File: config.mk
export PLATFORM = sky130hd
export DESIGN_NAME = vscale_ifetch
export DESIGN_NICKNAME = d
export VERILOG_FILES = /design/src/rtl/vscale_ifetch.sv
export SDC_FILE = /design/constraint.sdc
export NUM_CORES = 1
export LEC_CHECK = 0
export BUFFER_PORTS_ARGS = -buffer_cell sky130_fd_sc_hd__buf_2
export CAP_MARGIN = 20
export CORE_MARGIN = 3
export CORE_UTILIZATION = 55
export DETAILED_ROUTE_END_ITERATION = 7
export PLACE_DENSITY = 0.8
export SYNTH_ARGS = -nofsm -noshare
export SYNTH_HDL_FRONTEND = slang
export SYNTH_SLANG_ARGS = --single-unit
export TNS_END_PERCENT = 50
File: constraint.sdc
create_clock -name clk -period 10.37 [get_ports clk]
set_clock_uncertainty 0.05 [all_clocks]
set_input_delay 2.074 -clock clk [delete_from_list [all_inputs] [get_ports clk]]
set_output_delay 2.074 -clock clk [all_outputs]
set_load 0.01 [all_outputs]
File: src/rtl/vscale_ifetch.sv
`default_nettype none
// ============================================================================
//  Module      : vscale_ifetch
//  Description : Credit-based instruction fetch stage. Issues in-order imem
//                requests, tags them with an epoch so that responses fetched
//                before a redirect are discarded, and buffers returned
//                instructions in a 2-entry FIFO toward decode.
//                Optional feature macro: VSCALE_IFETCH_MISALIGN_TRAP_EN
//                (misaligned PC produces a trap entry instead of a request).
//  Revision    : 1.0 - initial release
// ============================================================================
module vscale_ifetch #(
    parameter logic [31:0] START_ADDR = 32'h200
) (
    input  logic        clk,
    input  logic        reset,
    input  logic [31:0] PC_PIF,
    input  logic        redirect,
    output logic        imem_req_valid,
    input  logic        imem_req_ready,
    output logic [31:0] imem_addr,
    input  logic        imem_resp_valid,
    input  logic [31:0] imem_resp_data,
    output logic [31:0] PC_IF,
    output logic        inst_valid,
    input  logic        inst_ready,
    output logic [31:0] inst_data,
    output logic [31:0] inst_PC,
    output logic        inst_misaligned,
    output logic        protocol_err
);

    localparam logic [2:0] c_MAX_CREDITS = 3'd2;

    // Fetch PC, epoch and sticky error
    logic [31:0] pc_q, pc_d;
    logic        epoch_q, epoch_d;
    logic        perr_q, perr_d;

    // In-flight request queue: {epoch, address}
    logic [32:0] ifq_q [2];
    logic        ifq_wp_q, ifq_wp_d, ifq_rp_q, ifq_rp_d;
    logic [1:0]  ifq_cnt_q, ifq_cnt_d;

    // Instruction FIFO: {address, data}
    logic [63:0] fifo_q [2];
    logic        fifo_wp_q, fifo_wp_d, fifo_rp_q, fifo_rp_d;
    logic [1:0]  fifo_cnt_q, fifo_cnt_d;

    logic [2:0]  w_credits_eff;
    logic        w_credit_ok;
    logic        w_fetch_ok;
    logic        w_accept;
    logic        w_resp_pop;
    logic        w_resp_keep;
    logic        w_trap_push;
    logic        w_fifo_push;
    logic        w_fifo_pop;
    logic [32:0] w_ifq_head;
    logic [63:0] w_push_entry;

    // A pop this cycle frees its credit immediately, so a 1-cycle memory
    // keeps a sustained stream with only two credits.
    assign w_fifo_pop    = inst_valid & inst_ready;
    assign w_credits_eff = {1'b0, ifq_cnt_q} + {1'b0, fifo_cnt_q} - {2'b00, w_fifo_pop};
    assign w_credit_ok   = (w_credits_eff < c_MAX_CREDITS);

    assign imem_req_valid = ~reset & w_credit_ok & w_fetch_ok;
    assign w_accept       = imem_req_valid & imem_req_ready;

    // Responses are in order; a response with nothing outstanding is ignored.
    assign w_ifq_head  = ifq_q[ifq_rp_q];
    assign w_resp_pop  = imem_resp_valid & (ifq_cnt_q != 2'd0);
    assign w_resp_keep = w_resp_pop & ~redirect & (w_ifq_head[32] == epoch_q);
    assign w_fifo_push = w_resp_keep | w_trap_push;
    assign w_push_entry = w_resp_keep ? {w_ifq_head[31:0], imem_resp_data}
                                      : {pc_q, 32'h0};

    assign PC_IF        = pc_q;
    assign protocol_err = perr_q;
    assign inst_valid   = (fifo_cnt_q != 2'd0);
    assign inst_PC      = fifo_q[fifo_rp_q][63:32];
    assign inst_data    = fifo_q[fifo_rp_q][31:0];

`ifdef VSCALE_IFETCH_MISALIGN_TRAP_EN
    logic stall_q, stall_d;
    logic fifo_mis_q [2];
    logic w_mis;

    // Trap entry waits for older requests to retire so it never collides
    // with a response push; afterwards fetch stalls until a redirect.
    assign w_mis           = (pc_q[1:0] != 2'b00);
    assign w_fetch_ok      = ~w_mis;
    assign w_trap_push     = w_mis & ~stall_q & ~redirect & (ifq_cnt_q == 2'd0) & w_credit_ok;
    assign imem_addr       = pc_q;
    assign inst_misaligned = inst_valid & fifo_mis_q[fifo_rp_q];
    assign stall_d         = redirect ? 1'b0 : (stall_q | w_trap_push);

    // Stall flag register
    always_ff @(posedge clk or posedge reset) begin
        if (reset) stall_q <= 1'b0;
        else       stall_q <= stall_d;
    end

    // Misaligned flag storage alongside the FIFO entries
    always_ff @(posedge clk) begin
        if (w_fifo_push) fifo_mis_q[fifo_wp_q] <= w_trap_push;
    end
`else
    assign w_fetch_ok      = 1'b1;
    assign w_trap_push     = 1'b0;
    assign imem_addr       = {pc_q[31:2], 2'b00};
    assign inst_misaligned = 1'b0;
`endif

    // Next-state computation for PC, epoch, error flag and queue pointers
    always_comb begin
        pc_d       = pc_q;
        epoch_d    = epoch_q ^ redirect;
        perr_d     = perr_q | (imem_resp_valid & (ifq_cnt_q == 2'd0));
        ifq_wp_d   = ifq_wp_q ^ w_accept;
        ifq_rp_d   = ifq_rp_q ^ w_resp_pop;
        ifq_cnt_d  = ifq_cnt_q + {1'b0, w_accept} - {1'b0, w_resp_pop};
        fifo_wp_d  = fifo_wp_q ^ w_fifo_push;
        fifo_rp_d  = fifo_rp_q ^ w_fifo_pop;
        fifo_cnt_d = fifo_cnt_q + {1'b0, w_fifo_push} - {1'b0, w_fifo_pop};
        if (redirect || w_accept) begin
            pc_d = PC_PIF;
        end
        if (redirect) begin
            fifo_wp_d  = 1'b0;
            fifo_rp_d  = 1'b0;
            fifo_cnt_d = 2'd0;
        end
    end

    // Control state registers
    always_ff @(posedge clk or posedge reset) begin
        if (reset) begin
            pc_q       <= START_ADDR;
            epoch_q    <= 1'b0;
            perr_q     <= 1'b0;
            ifq_wp_q   <= 1'b0;
            ifq_rp_q   <= 1'b0;
            ifq_cnt_q  <= 2'd0;
            fifo_wp_q  <= 1'b0;
            fifo_rp_q  <= 1'b0;
            fifo_cnt_q <= 2'd0;
        end else begin
            pc_q       <= pc_d;
            epoch_q    <= epoch_d;
            perr_q     <= perr_d;
            ifq_wp_q   <= ifq_wp_d;
            ifq_rp_q   <= ifq_rp_d;
            ifq_cnt_q  <= ifq_cnt_d;
            fifo_wp_q  <= fifo_wp_d;
            fifo_rp_q  <= fifo_rp_d;
            fifo_cnt_q <= fifo_cnt_d;
        end
    end

    // Queue payload storage; validity is tracked by the counters only
    always_ff @(posedge clk) begin
        if (w_accept)    ifq_q[ifq_wp_q]   <= {epoch_q, pc_q};
        if (w_fifo_push) fifo_q[fifo_wp_q] <= w_push_entry;
    end

endmodule
`default_nettype wire
-- Word-level counts from Yosys, hierarchy flattened
Memory sizes are Yosys's and may differ from the RTL's.
Index checks and enable logic that the tools add are counted.
- $add $sub $neg: 6
- magnitude comparators: 1
- bitwise logic cells: 15
- mux-type cells: 8
- equal/unequal tests: 1
- reduce and logical (&&, ||, !) cells: 4
- operator list (cell ; number):
    $mux 64 ; 1
    $and 1x1->1 ; 7
    $mux 1 ; 6
    $xor 1x1->1 ; 5
    $add 2x1->2 ; 2
    $reduce_bool 2->1 ; 2
    $sub 2x1->2 ; 2
    $add 2x2->3 ; 1
    $lt 3x2->1 const B ; 1
    $sub 3x1->3 ; 1
    $logic_not 2->1 ; 1
    $mux 2 ; 1
    $not 1->1 ; 2
    $eq 1x1->1 ; 1
    $logic_or 1x1->1 ; 1
    $or 1x1->1 ; 1
- memories: 2
- word-level logic and storage cells: 46
- output and inout port bits: 132
- memory bits (writable): 194
- input bits: 70
- register bits after elaboration: 42
- memory list (memory ; depth ; width ; read ports ; clocked after memory_dff ; write ports ; RTL line ; source):
    fifo_q ; 2 ; 64 ; 1 ; 0 ; 1 ; 46 ; logic [63:0] fifo_q [2];
    ifq_q ; 2 ; 33 ; 1 ; 0 ; 1 ; 41 ; logic [32:0] ifq_q [2];

-- Longest topological paths before layout
- word-level depth: 8
- depth in mapped cells: 13
- depth with buffers taken out: 13

-- Worst setup path before layout
Ideal clock, no wire load.
- path type: input-to-output
- start point: input port inst_ready
- end point: output port imem_req_valid
- data required time: 8246 ps
- path buffers: 0
- arrival: 3406 ps
- setup slack: 4840 ps
- stages: 6
- path through: and2_1 > ha_1 > nand2b_1 > fa_1 > xor2_1 > and3_1
- word-level cells in the longest chain between the ends: 4
- RTL lines (element ; RTL line ; source):
    start: declaration ; 26 ; input logic inst_ready,
    $and 1x1->1 ; 64 ; assign w_fifo_pop = inst_valid & inst_ready;
    $sub 3x1->3 ; 65 ; assign w_credits_eff = {1'b0, ifq_cnt_q} + {1'b0, fifo_cnt_q} - {2'b00, w_fifo_pop};
    $lt 3x2->1 ; 66 ; assign w_credit_ok = (w_credits_eff < c_MAX_CREDITS);
    $and 1x1->1 ; 68 ; assign imem_req_valid = ~reset & w_credit_ok & w_fetch_ok;
    end: declaration ; 19 ; output logic imem_req_valid,
Every way passes these cells.

-- Worst setup path after layout
Same ends and word-level chain as after synthesis.

==> run metrics <==
die area=0.01912 sq mm; global route overflow=0; IO Pins=202; share of cells above drive strength 1=45.50%; initial detailed-routing violation count=296; worst slew pin tran=1.060 ns; Worst-path clk slew=0.06 ns; area occupied by multi-input gates=0.002317 sq mm; sequential area share after synthesis=71.46%; Final nets=819; initial antenna violation count=2; worst skew pair latency=0.49 ns; Slew Limit Fails=0; Core Rows=47; Wirelength per Cell=18.99 microns; Net Sw Frac=30.76%; post-CTS setup buffers=0; library cells used by synthesis=28; synth warn=0; total number of vias=5298; ant diodes=0; crit share post-route=56.45%; Die Width=138.3 microns; RSZ-0062 raised after global routing=no; Final Critical Period=5.854 ns; critical-path cell list=buf_2 -> and2_1 -> ha_1 -> nand2b_1 -> fa_1 -> xor2_1 -> and3_1 -> buf_2; ANT nets after route=0; largest net degree at the start of global routing=65; CTS Hold Bufs=0; leakage power=4.506 nW; Total GRT Usage=18.78%; count of clock tree sinks=236; htree depth=1; Relative slew margins=29.34%; clock tree buffer depth=3; CTS tree=built; gpl congestion=0.7834; fillcell total=1165; vias per cell=5.428; Crit Path Max Fanout=3; fmax=0.1708 GHz; part of the power in registers=45.6%; most used cell, CP=buf_2; CP Capture Type=output pin; crit-path max cell delay=0.40 ns; first-pass GRT wire length=29410 microns; CORE AREA=0.01688 sq mm; Routed WL=18540 microns; DR DRC count=0; Starting Density=57.02%; Mapped Cells=574; Netlist Area Pre-Place=0.009624 sq mm; area grow syn2layout=17.42%; Final Util=66.96%; Detailed Routing Iterations Pass 1=5; flip-flop and latch count after synthesis=236; vias in the first global route=5624; critical path's slowest cell=fa_1; CP Class=input pin to output pin; most frequent cells in the layout=buf_2 (198), edfxtp_1 (194), mux2_2 (96); # setup viols final=0; Crit path arrival time=3.73 ns; # port buffers=198; setup TNS=0 ns; clock root cell=clkbuf_16; Num CTS Buffers=24; Worst Hold Class=register to register; P_int=2.118 mW; CTS resizes=0; Cell Pwr Density=270.7 mW/mm^2; Comb pwr share=27.5%; worst path buffer plus inverter count=2; status=finished clean; die height=138.3 microns; max_cap viols=0; Final Hold Vio Count=0; WP data required=8.25 ns; Peak VDD IR=280.9 uV; switching pwr=0.9409 mW; Detail Placement HPWL=11350 microns; commonest non-fill, non-tap cell in the layout=buf_2; cell family with most CP delay=adder cells; FF+latch area=0.006880 sq mm; clock share of power=26.9%; synthesized area per cell=16.77 sq um; startpoint types=input pin
==> synth_stat cells <==
cell type,n,area (sq um)
conb_1,1,3.750
inv_2,1,3.750
a21oi_4,1,16.27
or2_2,1,6.260
edfxtp_1,194,5826
a21o_1,1,7.510
ha_1,10,125.1
fa_1,1,20.02
nand2b_1,1,6.260
and3_1,33,206.5
inv_1,11,41.29
nor2b_1,1,6.260
nand2_1,2,7.510
dfrtp_1,41,1026
buf_4,39,292.8
buf_6,6,67.56
xnor2_1,6,52.55
a21oi_1,62,310.3
xor2_1,3,26.28
buf_2,10,50.05
nor2_1,5,18.77
and2_1,1,6.260
a21oi_2,2,17.52
mux2_2,96,1081
dfstp_2,1,26.28
mux2i_1,33,330.3
o21ai_1,1,5.000
clkbuf_1,10,37.54
==> state kept, by name, indices dropped and copies added, names as in the netlist <==
register and flops:
fifo_rp_q 1, protocol_err 1, fifo_q 128, ifq_q 66, epoch_q 1, PC_IF 32
ifq_wp_q 1, ifq_cnt_q 2, fifo_wp_q 1, ifq_rp_q 1, fifo_cnt_q 2
==> per-layer routing <==
layer	track usage [%]	part of all wire, %	vias to the layer above
met5	0	0.086	-
met4	5.824	2.0	4
met3	3.729	6.9	35
met2	32.58	50	218
met1	24.08	41	2599
li1	-	-	2442
==> cell type report <==
| type | count | area share [%] |
|---|---|---|
| inverter | 12 | 0.3986 |
| multi-input combinational | 263 | 20.50 |
| clock buffer | 38 | 6.322 |
| sequential | 236 | 60.88 |
| timing repair buffer | 201 | 8.968 |
| clock inverter | 6 | 0.4872 |
| tap | 220 | 2.436 |
==> cell families (layout without fill, tap and decap cells) <==
family / count (synthesis) / after routing / synth area share [%]
buf+inv: 77 / 257 / 5.122
xor+xnor: 9 / 9 / 0.8191
fa+ha+maj: 11 / 11 / 1.508
flops: 236 / 236 / 71.46
simple gates: 44 / 44 / 2.678
compound gates: 67 / 67 / 3.705
mux: 129 / 129 / 14.66
other cells: 1 / 3 / 0.03896
==> metrics by stage <==
| stage | hold WS [ns] | worst slack, ns | cells | area (sq um) | power, mW |
|---|---|---|---|---|---|
| floorplan | 0.4370 | 4.840 | 576 | 9632 | 2.013 |
| global placement | 0.3905 | 4.593 | 932 | 10530 | 2.217 |
| detailed placement | 0.3996 | 4.510 | 932 | 10530 | 2.261 |
| CTS | 0.4147 | 4.505 | 976 | 11300 | 3.088 |
| global route | 0.4325 | 4.410 | 976 | 11300 | 3.214 |
| finish | 0.4119 | 4.516 | 976 | 11300 | 3.059 |
==> path summary, 6_finish.rpt <==
check	from	to	slack [ns]	cells after the start
setup reg to reg	ifq_rp_q	fifo_q[0][42]	6.57	5
min in group asynchronous	reset	PC_IF[6]	1.74	2
hold reg to reg	protocol_err	protocol_err	0.41	1
setup / recovery	inst_ready	imem_req_valid	4.52	8
hold / removal	protocol_err	protocol_err	0.41	1
max in group asynchronous	reset	fifo_rp_q	7.89	2
==> power by group through the flow <==
| stage | registers [mW] | logic [mW] | clock network, mW |
|---|---|---|---|
| 6_report | 1.39 | 0.841 | 0.823 |
| 5_1_grt | 1.42 | 0.923 | 0.875 |
| 4_1_cts | 1.40 | 0.850 | 0.840 |
| 3_5_place_dp | 1.42 | 0.844 | 0 |
| 3_3_place_gp | 1.40 | 0.816 | 0 |
| 2_1_floorplan | 1.36 | 0.656 | 0 |
Note: power is estimated with default switching activity, not from simulation.
